**config.mk**
```make
export PLATFORM = sky130hd
export DESIGN_NAME = prio_case_arbiter_flat
export DESIGN_NICKNAME = d
export VERILOG_FILES = /design/src/rtl/prio_case_arbiter_if.sv /design/src/rtl/prio_case_arbiter.sv /design/src/flat_wrapper.sv
export SDC_FILE = /design/constraint.sdc
export NUM_CORES = 1
export LEC_CHECK = 0
export CORE_ASPECT_RATIO = 1.25
export CORE_UTILIZATION = 25
export DETAILED_ROUTE_END_ITERATION = 12
export REMOVE_ABC_BUFFERS = 1
export SYNTH_ARGS = -nofsm -noshare
export SYNTH_HDL_FRONTEND = slang
export SYNTH_SLANG_ARGS = --single-unit
```
**constraint.sdc**
```tcl
create_clock -name clk -period 1.4 [get_ports clk]
set_clock_uncertainty 0.05 [all_clocks]
set_input_delay 0.14 -clock clk [delete_from_list [all_inputs] [get_ports clk]]
set_output_delay 0.14 -clock clk [all_outputs]
set_load 0.05 [all_outputs]
```
**src/rtl/prio_case_arbiter_if.sv**
```systemverilog
// Producer/consumer bus of the N-channel arbiter: request side, output stage and collision counter.
interface prio_case_arbiter_if #(
    parameter int unsigned N     = 4,
    parameter int unsigned W     = 8,
    parameter int unsigned CNT_W = 8
);
    localparam int unsigned CH_W = ($clog2(N) < 1) ? 1 : $clog2(N);

    logic [N-1:0]     req;
    logic [N*W-1:0]   data;
    logic [N-1:0]     req_ack;
    logic             out_valid;
    logic             out_ready;
    logic [W-1:0]     out_data;
    logic [CH_W-1:0]  out_ch;
    logic [CNT_W-1:0] collision_cnt;

    // Producers and consumer side
    modport master (
        output req, data, out_ready,
        input  req_ack, out_valid, out_data, out_ch, collision_cnt
    );

    // Arbiter side
    modport slave (
        input  req, data, out_ready,
        output req_ack, out_valid, out_data, out_ch, collision_cnt
    );
endinterface

```
**src/rtl/prio_case_arbiter.sv**
```systemverilog
// N-channel arbiter + data mux with a single registered valid/ready output stage.
// MODE 0: fixed priority (index 0 highest). MODE 1: round-robin from ptr.
// Counts grants made while several requests collided (saturating).
module prio_case_arbiter #(
    parameter int unsigned N     = 4,
    parameter int unsigned W     = 8,
    parameter int unsigned MODE  = 0,
    parameter int unsigned CNT_W = 8
) (
    input logic                clk,
    input logic                rst,
    prio_case_arbiter_if.slave bus
);
    localparam int unsigned CH_W = ($clog2(N) < 1) ? 1 : $clog2(N);

    logic             out_valid_q, out_valid_d;
    logic [W-1:0]     out_data_q,  out_data_d;
    logic [CH_W-1:0]  out_ch_q,    out_ch_d;
    logic [CH_W-1:0]  ptr_q,       ptr_d;
    logic [CNT_W-1:0] coll_cnt_q,  coll_cnt_d;

    logic             grant_vld_c;
    logic [CH_W-1:0]  grant_idx_c;
    logic             multi_req_c;
    logic             load_c;
    logic             accept_c;
    logic [W-1:0]     grant_data_c;

    // Grant search: lowest index, or first match rotating from ptr
    always_comb begin
        int j;
        grant_vld_c = 1'b0;
        grant_idx_c = '0;
        j           = 0;
        if (MODE == 0) begin
            for (int i = int'(N) - 1; i >= 0; i--) begin
                if (bus.req[i]) begin
                    grant_vld_c = 1'b1;
                    grant_idx_c = CH_W'(i);
                end
            end
        end else begin
            for (int k = int'(N) - 1; k >= 0; k--) begin
                j = int'(ptr_q) + k;
                if (j >= int'(N)) j = j - int'(N);
                if (bus.req[CH_W'(j)]) begin
                    grant_vld_c = 1'b1;
                    grant_idx_c = CH_W'(j);
                end
            end
        end
    end

    // Collision detect (two or more requests) and granted data mux
    always_comb begin
        int unsigned ones;
        ones         = 0;
        grant_data_c = '0;
        for (int i = 0; i < int'(N); i++) begin
            if (bus.req[i]) ones = ones + 1;
            if (grant_idx_c == CH_W'(i)) grant_data_c = bus.data[i*int'(W) +: W];
        end
        multi_req_c = (ones >= 2);
    end

    // Acceptance handshake; req_ack is combinational and suppressed during reset
    always_comb begin
        load_c      = !out_valid_q || bus.out_ready;
        accept_c    = load_c && grant_vld_c;
        bus.req_ack = '0;
        if (accept_c && !rst) bus.req_ack[grant_idx_c] = 1'b1;
    end

    // Next state of the output stage, pointer and collision counter
    always_comb begin
        out_valid_d = out_valid_q;
        out_data_d  = out_data_q;
        out_ch_d    = out_ch_q;
        ptr_d       = ptr_q;
        coll_cnt_d  = coll_cnt_q;
        if (accept_c) begin
            out_valid_d = 1'b1;
            out_data_d  = grant_data_c;
            out_ch_d    = grant_idx_c;
            if (MODE == 1) begin
                ptr_d = (grant_idx_c == CH_W'(N - 1)) ? '0 : CH_W'(grant_idx_c + 1'b1);
            end
            if (multi_req_c && (coll_cnt_q != {CNT_W{1'b1}})) begin
                coll_cnt_d = CNT_W'(coll_cnt_q + 1'b1);
            end
        end else if (load_c) begin
            // Nothing to load: drop valid, keep last word/channel/pointer
            out_valid_d = 1'b0;
        end
    end

    // State registers
    always_ff @(posedge clk or posedge rst) begin
        if (rst) begin
            out_valid_q <= 1'b0;
            out_data_q  <= '0;
            out_ch_q    <= '0;
            ptr_q       <= '0;
            coll_cnt_q  <= '0;
        end else begin
            out_valid_q <= out_valid_d;
            out_data_q  <= out_data_d;
            out_ch_q    <= out_ch_d;
            ptr_q       <= ptr_d;
            coll_cnt_q  <= coll_cnt_d;
        end
    end

    assign bus.out_valid     = out_valid_q;
    assign bus.out_data      = out_data_q;
    assign bus.out_ch        = out_ch_q;
    assign bus.collision_cnt = coll_cnt_q;

endmodule

```
**src/flat_wrapper.sv**
```systemverilog
// flat-port wrapper written by rule: the top's interface ports become plain ports
module prio_case_arbiter_flat 
#(
    parameter int unsigned N     = 4,
    parameter int unsigned W     = 8,
    parameter int unsigned MODE  = 0,
    parameter int unsigned CNT_W = 8
)
  (clk, rst, bus_req, bus_data, bus_out_ready, bus_req_ack, bus_out_valid, bus_out_data, bus_out_ch, bus_collision_cnt);
  prio_case_arbiter_if #(.N(N), .W(W), .CNT_W(CNT_W)) bus_i ();
  input logic clk;
  input logic rst;
  input wire logic [$bits(bus_i.req)-1:0] bus_req;
  input wire logic [$bits(bus_i.data)-1:0] bus_data;
  input wire logic [$bits(bus_i.out_ready)-1:0] bus_out_ready;
  output wire logic [$bits(bus_i.req_ack)-1:0] bus_req_ack;
  output wire logic [$bits(bus_i.out_valid)-1:0] bus_out_valid;
  output wire logic [$bits(bus_i.out_data)-1:0] bus_out_data;
  output wire logic [$bits(bus_i.out_ch)-1:0] bus_out_ch;
  output wire logic [$bits(bus_i.collision_cnt)-1:0] bus_collision_cnt;
  assign bus_i.req = bus_req;
  assign bus_i.data = bus_data;
  assign bus_i.out_ready = bus_out_ready;
  assign bus_req_ack = bus_i.req_ack;
  assign bus_out_valid = bus_i.out_valid;
  assign bus_out_data = bus_i.out_data;
  assign bus_out_ch = bus_i.out_ch;
  assign bus_collision_cnt = bus_i.collision_cnt;
  prio_case_arbiter #(.N(N), .W(W), .MODE(MODE), .CNT_W(CNT_W)) u_core (.clk(clk), .rst(rst), .bus(bus_i));
endmodule
```
==> impl_metrics.tcl, run 1 <==
set metrics [dict create \
    clkSinkCount 19 \
    hp-class "input port to async pin" \
    leakagePower_nw 1.176 \
    sequentialPowerShare_pct 25.4 \
    synthTopCellsByArea "dfrtp_1 (38%), nand2_1 (6.8%), ha_1 (5.9%), xnor2_1 (4.9%), a22oi_1 (4.8%)" \
    p_sw_mw 1.194 \
    gp_congestion 0.7627 \
    critPathKind "input port to flip-flop" \
    fmax_ghz 0.6080 \
    synth.distinct_cells 33 \
    multiInputGateArea_um2 839.6 \
    cap_violations 0 \
    grt_first_pass_wirelength_mm 6.334 \
    final_cells 298 \
    antenna_found_initial 0 \
    post-route-period-util_pct 117.5 \
    vias_per_cell 4.557 \
    ios 62 \
    rows 28 \
    cp_num_cells 9 \
    grt_setup_unrepaired "true" \
    synth_top_area_share_pct 37.66 \
    tightestPinTransition_ns 0.3707 \
    diodes 0 \
    place_area_mm2 0.002345 \
    crit_slowest_cell "mux2_4" \
    drive_gt1_share_pct 37.82 \
    nNetsFinal 284 \
    p_per_area_mw_per_mm2 1169 \
    run_status "finished with violations" \
    ys_seq_area_share_pct 37.66 \
    regArea_um2 475.5 \
    cts_made_buffers 3 \
    ys_ff_latch 19 \
    crit_chain "buf_8, ha_4, nor2b_4, or2_4, ha_4, nand2b_4, o31ai_4, a21oi_4, mux2_4" \
    synthesis.instances 144 \
    slew_violations 0 \
    filler_cell_count 425 \
    power.internal_mw 1.835 \
    io_buffers 61 \
    max_stage_delay_ns 0.32 \
    required_ns 1.50 \
    placed_cells 290 \
    yosysTopAreaCell "dfrtp_1" \
    clock_latency_ns 0.26 \
    antenna_left 0 \
    ir_drop_mv 0.6595 \
    cpLargestDelayFamily "simple AND/OR/NAND/NOR gates" \
    vias 1358 \
    post-route-min-period_ns 1.645 \
    finalInstanceArea_mm2 0.002591 \
    finalHoldViolCount 0 \
    worst_slack_ns -0.2446 \
    pre_cts_slack_ns -1.021 \
    grt_start_max_net_pins 20 \
    die-width_um 65.56 \
    cp_num_buf_inv 1 \
    area_growth_pct 105.3 \
    synth_area_mm2 0.001262 \
    pwr-share-clk_pct 13.1 \
    crit_path_max_fanout 8 \
    violations "negative setup slack" \
    cp-start-kind "input port" \
    path_common_cell "ha_4" \
    finalSetupViolCount 12 \
    dieArea_mm2 0.005340 \
    coreArea_mm2 0.004800 \
    gr-usage-all-layers_pct 15.63 \
    cts_tree "built" \
    clockRootBuffer "clkbuf_8" \
    p_comb_share_pct 61.5 \
    slew_headroom_pct 75.25 \
    fin_util_pct 53.99 \
    drt_first_pass_iters 3 \
    crit_path_end_kind "flip-flop" \
    drt_iter0_drc 20 \
    ff2ff_path_depth 5 \
    syn_area_per_cell_um2 8.767 \
    clkSlewWorstSetupHoldPaths_ns 0.08 \
    dpl.hpwl_mm 2.819 \
    drc 0 \
    switching_share_pct 39.43 \
    start_util_pct 26.30 \
    grt_remaining_overflow 0 \
    cts.htree.levels 1 \
    clockBufferDepth 2 \
    grt_pass1_vias 1354 \
    wl_per_cell_um 12.18 \
    crit_arrival_ns 1.75 \
    fp.dieH_um 81.45 \
    ys_warn_count 0 \
    drt_wl_total_mm 3.630 \
]
-- sequential cells by signal, indices dropped and copies added, names as in the netlist --
| name | cells |
|---|---|
| u_core.bus.out_ch | 2 |
| u_core.bus.out_valid | 1 |
| u_core.bus.out_data | 8 |
| u_core.bus.collision_cnt | 8 |
-- placed cells by master (no fill, tap or decap), types with 2 or more instances in the layout --
| cell | count |
|---|---|
| clkdlybuf4s50_1 | 33 |
| buf_4 | 31 |
| nand2_1 | 23 |
| buf_12 | 21 |
| dfrtp_1 | 19 |
| inv_1 | 10 |
| nor2_1 | 10 |
| a21oi_1 | 10 |
| a22oi_1 | 8 |
| o31ai_1 | 7 |
| xnor2_1 | 7 |
| buf_6 | 7 |
| nand4_1 | 3 |
| o21ai_0 | 3 |
| ha_4 | 3 |
| clkbuf_8 | 3 |
| inv_2 | 2 |
| a21oi_4 | 2 |
| nand2b_4 | 2 |
| nand3_1 | 2 |
| nor2b_1 | 2 |
| and3_1 | 2 |
| nand2b_1 | 2 |
| nor3b_4 | 2 |
| ha_1 | 2 |
| buf_8 | 2 |
-- worst register-to-register path: cells and delay by family (launching register included) --
family	cells	cell delay (ns)
muxes	1	0.32
AOI/OAI and AO/OA	2	0.36
and+or+nand+nor	1	0.15
adders and majority gates	1	0.21
DFF	1	0.38
-- cell type report --
class                           count  share of cell area, %
Clock inverter                      1                 0.1931
Timing Repair Buffer               96                  42.83
Inverter                           12                  1.738
Clock buffer                        3                  1.593
Sequential cell                    19                  18.35
Tap cell                           60                  2.897
Multi-Input combinational cell    107                  32.40
-- through the flow --
step | hold WS, ns | total power [mW] | TNS, ns
finish | 0.09088 | 3.029 | -1.629
global route | 0.1377 | 3.199 | -2.406
CTS | 0.1948 | 3.037 | -1.531
detailed placement | 0.4817 | 2.585 | -14.33
global placement | 0.4693 | 2.566 | -13.90
floorplan | 0.04655 | 1.572 | -7.128
-- timing repair --
action                                  in CTS  in global routing
setup buffers                                4                  0
resized for setup                           46                  8
pin swaps                                   10                  2
hold buffers                                 0                  0
endpoints found under the setup margin      21                 15
-- synthesized netlist by cell type (all sizes together) --
cell    count
o21ai       4
clkbuf      2
and3        3
or2         1
nor3b       2
or4         1
xnor2       7
nor2       10
nand3b      1
buf         4
nand4       3
nor3        1
a21oi      12
nand2b      4
and2        1
o211ai      1
a22oi       8
dfrtp      19
o31ai       9
mux2        1
nand3       2
nand2      24
xor2        2
nor2b       3
inv        12
ha          6
or3         1
-- metal layers --
layer / track usage (%) / wire length (µm)
met2: 26.60 / 1776
met5: 0 / 0
met3: 4.028 / 214
met4: 3.913 / 30
met1: 19.57 / 1609
-- power by group through the flow --
stage               logic, mW  registers, mW  clock network, mW
floorplan               0.317           1.26                  0
global placement         1.79          0.779                  0
detailed placement       1.80          0.783                  0
CTS                      1.86          0.772              0.403
global route             1.98          0.790              0.427
finish                   1.86          0.768              0.397
-- path summary, 6_finish.rpt --
check | from | end | slack (ns)
setup / recovery | bus_req[0] | u_core.bus.collision_cnt[1] | -0.24
hold / removal | rst | u_core.bus.out_data[2] | 0.09
setup reg to reg | u_core.bus.collision_cnt[0] | u_core.bus.collision_cnt[1] | -0.18
hold reg to reg | u_core.bus.out_data[2] | u_core.bus.out_data[2] | 0.49
max in group asynchronous | rst | u_core.bus.collision_cnt[7] | 1.00
min in group clk | bus_req[1] | u_core.bus.out_ch[0] | 0.18
-- cells by family (layout without fill, tap and decap cells) --
| family | count (synthesis) | after routing | share of synthesized area [%] |
|---|---|---|---|
| flops | 19 | 19 | 37.66 |
| buf+inv | 18 | 112 | 6.838 |
| fa+ha+maj | 6 | 6 | 5.946 |
| compound gates | 34 | 34 | 19.62 |
| simple gates | 57 | 57 | 22.50 |
| mux | 1 | 1 | 1.189 |
| xor+xnor | 9 | 9 | 6.244 |
No activity file was read; power rests on OpenSTA's default activity.
==> run 2, diff against run 1 <==
- HOLD_SLACK_MARGIN: not set -> 0.08
==> results of run 2 <==
The final DEF is identical to that of run 1; final timing and power are the same.
==> run 3, diff against run 2 <==
- CORE_MARGIN: not set -> 2
==> run 3 against run 2 <==
The run still ends with negative setup slack left; sequential share of layout area down 0.27 points; first-iteration DRC count rose by 75%; cell count increased by 0.67%; sequential power grew 0.5%; critical path depth unchanged; core utilization grew 0.81 points; wire length is 2.0% higher; via count shrank 0.81%; clock power down 4%; critical endpoint unchanged; highest routed layer unchanged.
==> impl_metrics.tcl, run 3 (synthesis results as in run 1) <==
set metrics [dict create \
    crit-reg2reg-launch "u_core.bus.collision_cnt[0]" \
    met2WireLength_mm 1.880 \
    grt_start_max_net_pins 20 \
    post-route-period-util_pct 119.7 \
    start_util_pct 26.30 \
    postCtsHoldBufs 0 \
    grt_remaining_overflow 0 \
    gp_congestion 0.8081 \
    path_common_cell "ha_4" \
    worst_slack_ns -0.2757 \
    antenna_left 0 \
    place_area_mm2 0.002337 \
    leakagePower_nw 1.189 \
    wl_per_cell_um 12.34 \
    clockRootBuffer "clkbuf_8" \
    startpoint "bus_req[0]" \
    diodes 0 \
    grt_pass1_vias 1414 \
    crit_arrival_ns 1.77 \
    cts_tree "built" \
    antenna_found_initial 0 \
    drive_gt1_share_pct 38.75 \
    crit_chain "buf_8, ha_4, nor2b_4, or2_4, ha_4, nand2b_4, o31ai_4, a21oi_4, mux2_4" \
    finalHoldViolCount 0 \
    tightestPinTransition_ns 0.3429 \
    vias 1347 \
    placed_cells 289 \
    dieArea_mm2 0.005638 \
    ir_drop_mv 0.4618 \
    crit_path_max_fanout 8 \
    wl_met3_um 267 \
    grt_first_pass_wirelength_mm 6.486 \
    final_cells 300 \
    finalSetupViolCount 12 \
    cts_made_buffers 3 \
    io_buffers 61 \
    r2r_slack_ns -0.21 \
    area_growth_pct 108.3 \
    run_status "finished with violations" \
    ios 62 \
    cts.htree.levels 1 \
    coreArea_mm2 0.004800 \
    required_ns 1.49 \
    switching_share_pct 39.12 \
    critPathKind "input port to flip-flop" \
    drc 0 \
    slew_headroom_pct 77.14 \
    max_stage_delay_ns 0.32 \
    slew_violations 0 \
    final_cell_mix "clkdlybuf4s50_1 (33), buf_4 (32), nand2_1 (23), buf_12 (21), dfrtp_1 (19)" \
    top_layer_used "met4" \
    hp-class "input port to async pin" \
    final_common_cell "clkdlybuf4s50_1" \
    sequentialPowerShare_pct 25.5 \
    dpl.hpwl_mm 2.908 \
    grt_setup_unrepaired "true" \
    power.internal_mw 1.847 \
    post-route-min-period_ns 1.676 \
    cap_violations 0 \
    clockBufferDepth 2 \
    critPathCapture "u_core.bus.collision_cnt[1]" \
    fmax_ghz 0.5968 \
    drt_iter0_drc 35 \
    nNetsFinal 286 \
    crit_path_end_kind "flip-flop" \
    drt_first_pass_iters 4 \
    cp-start-kind "input port" \
    worstReg2RegEnd "u_core.bus.collision_cnt[1]" \
    p_comb_share_pct 62.0 \
    met1_length_mm 1.539 \
    clkSinkCount 19 \
    violations "negative setup slack" \
    clock_latency_ns 0.25 \
    clkSlewWorstSetupHoldPaths_ns 0.07 \
    gr-usage-all-layers_pct 14.44 \
    p_sw_mw 1.187 \
    finalInstanceArea_mm2 0.002630 \
    p_per_area_mw_per_mm2 1153 \
    die-width_um 67.56 \
    holdWs_ns 0.08895 \
    total_power_mw 3.033 \
    vias_per_cell 4.490 \
    ff2ff_path_depth 5 \
    pwr-share-clk_pct 12.6 \
    fp.dieH_um 83.45 \
    drt_wl_total_mm 3.701 \
    rows 28 \
    crit_slowest_cell "mux2_4" \
]
[run 3: repair_timing]
| action | 4_1_cts | 5_1_grt |
|---|---|---|
| setup buffers | 6 | 2 |
| pin swaps | 12 | 5 |
| gates resized for setup | 48 | 12 |
| setup endpoints to repair | 21 | 18 |
[run 3: metrics by stage]
step	TNS (ns)	util, %	worst slack [ns]
finish	-1.915	54.80	-0.2757
global route	-2.647	54.80	-0.3289
CTS	-1.881	53.62	-0.2537
detailed placement	-14.21	48.70	-1.032
global placement	-13.83	48.70	-0.9925
floorplan	-7.128	-	-1.067
[run 3: power groups by stage]
stage                     logic (mW)  clock network (mW)  registers (mW)
final                           1.88               0.381           0.772
after global routing            2.00               0.426           0.793
after CTS                       1.87               0.398           0.775
after detailed placement        1.80                   0           0.786
after global placement          1.79                   0           0.777
after floorplan                0.317                   0            1.26
[run 3: how the worst min path moves through the flow]
| stage | from | end | slack, ns |
|---|---|---|---|
| after floorplan | rst | u_core.bus.collision_cnt[0] | 0.05 |
| after global placement | u_core.bus.out_data[5] | u_core.bus.out_data[5] | 0.47 |
| after detailed placement | u_core.bus.out_data[5] | u_core.bus.out_data[5] | 0.48 |
| after CTS | bus_req[1] | u_core.bus.out_ch[0] | 0.20 |
| after global routing | rst | u_core.bus.out_data[2] | 0.14 |
| final | rst | u_core.bus.out_data[6] | 0.09 |
[run 3: worst max-delay path, delay by kind of cell]
| family | cells | cell delay [ns] |
|---|---|---|
| AOI/OAI and AO/OA | 2 | 0.30 |
| buffers and inverters | 1 | 0.11 |
| adders and majority gates | 2 | 0.40 |
| and+or+nand+nor | 3 | 0.49 |
| muxes | 1 | 0.32 |
[run 3: cell type report]
type | count | area, µm²
flip-flops and latches | 19 | 475.5
multi-input cells | 107 | 850.8
inverters | 12 | 45.04
repair buffers | 98 | 1139
clock buffers | 4 | 45.04
fillers | 406 | 2170
well taps | 60 | 75.07
[run 3: routing by layer]
metal  vias to the layer above  global-route usage (%)
li1                        683                       -
met1                       619                   17.95
met2                        43                   24.69
met3                         2                   3.644
met4                         0                   2.783
met5                         -                       0
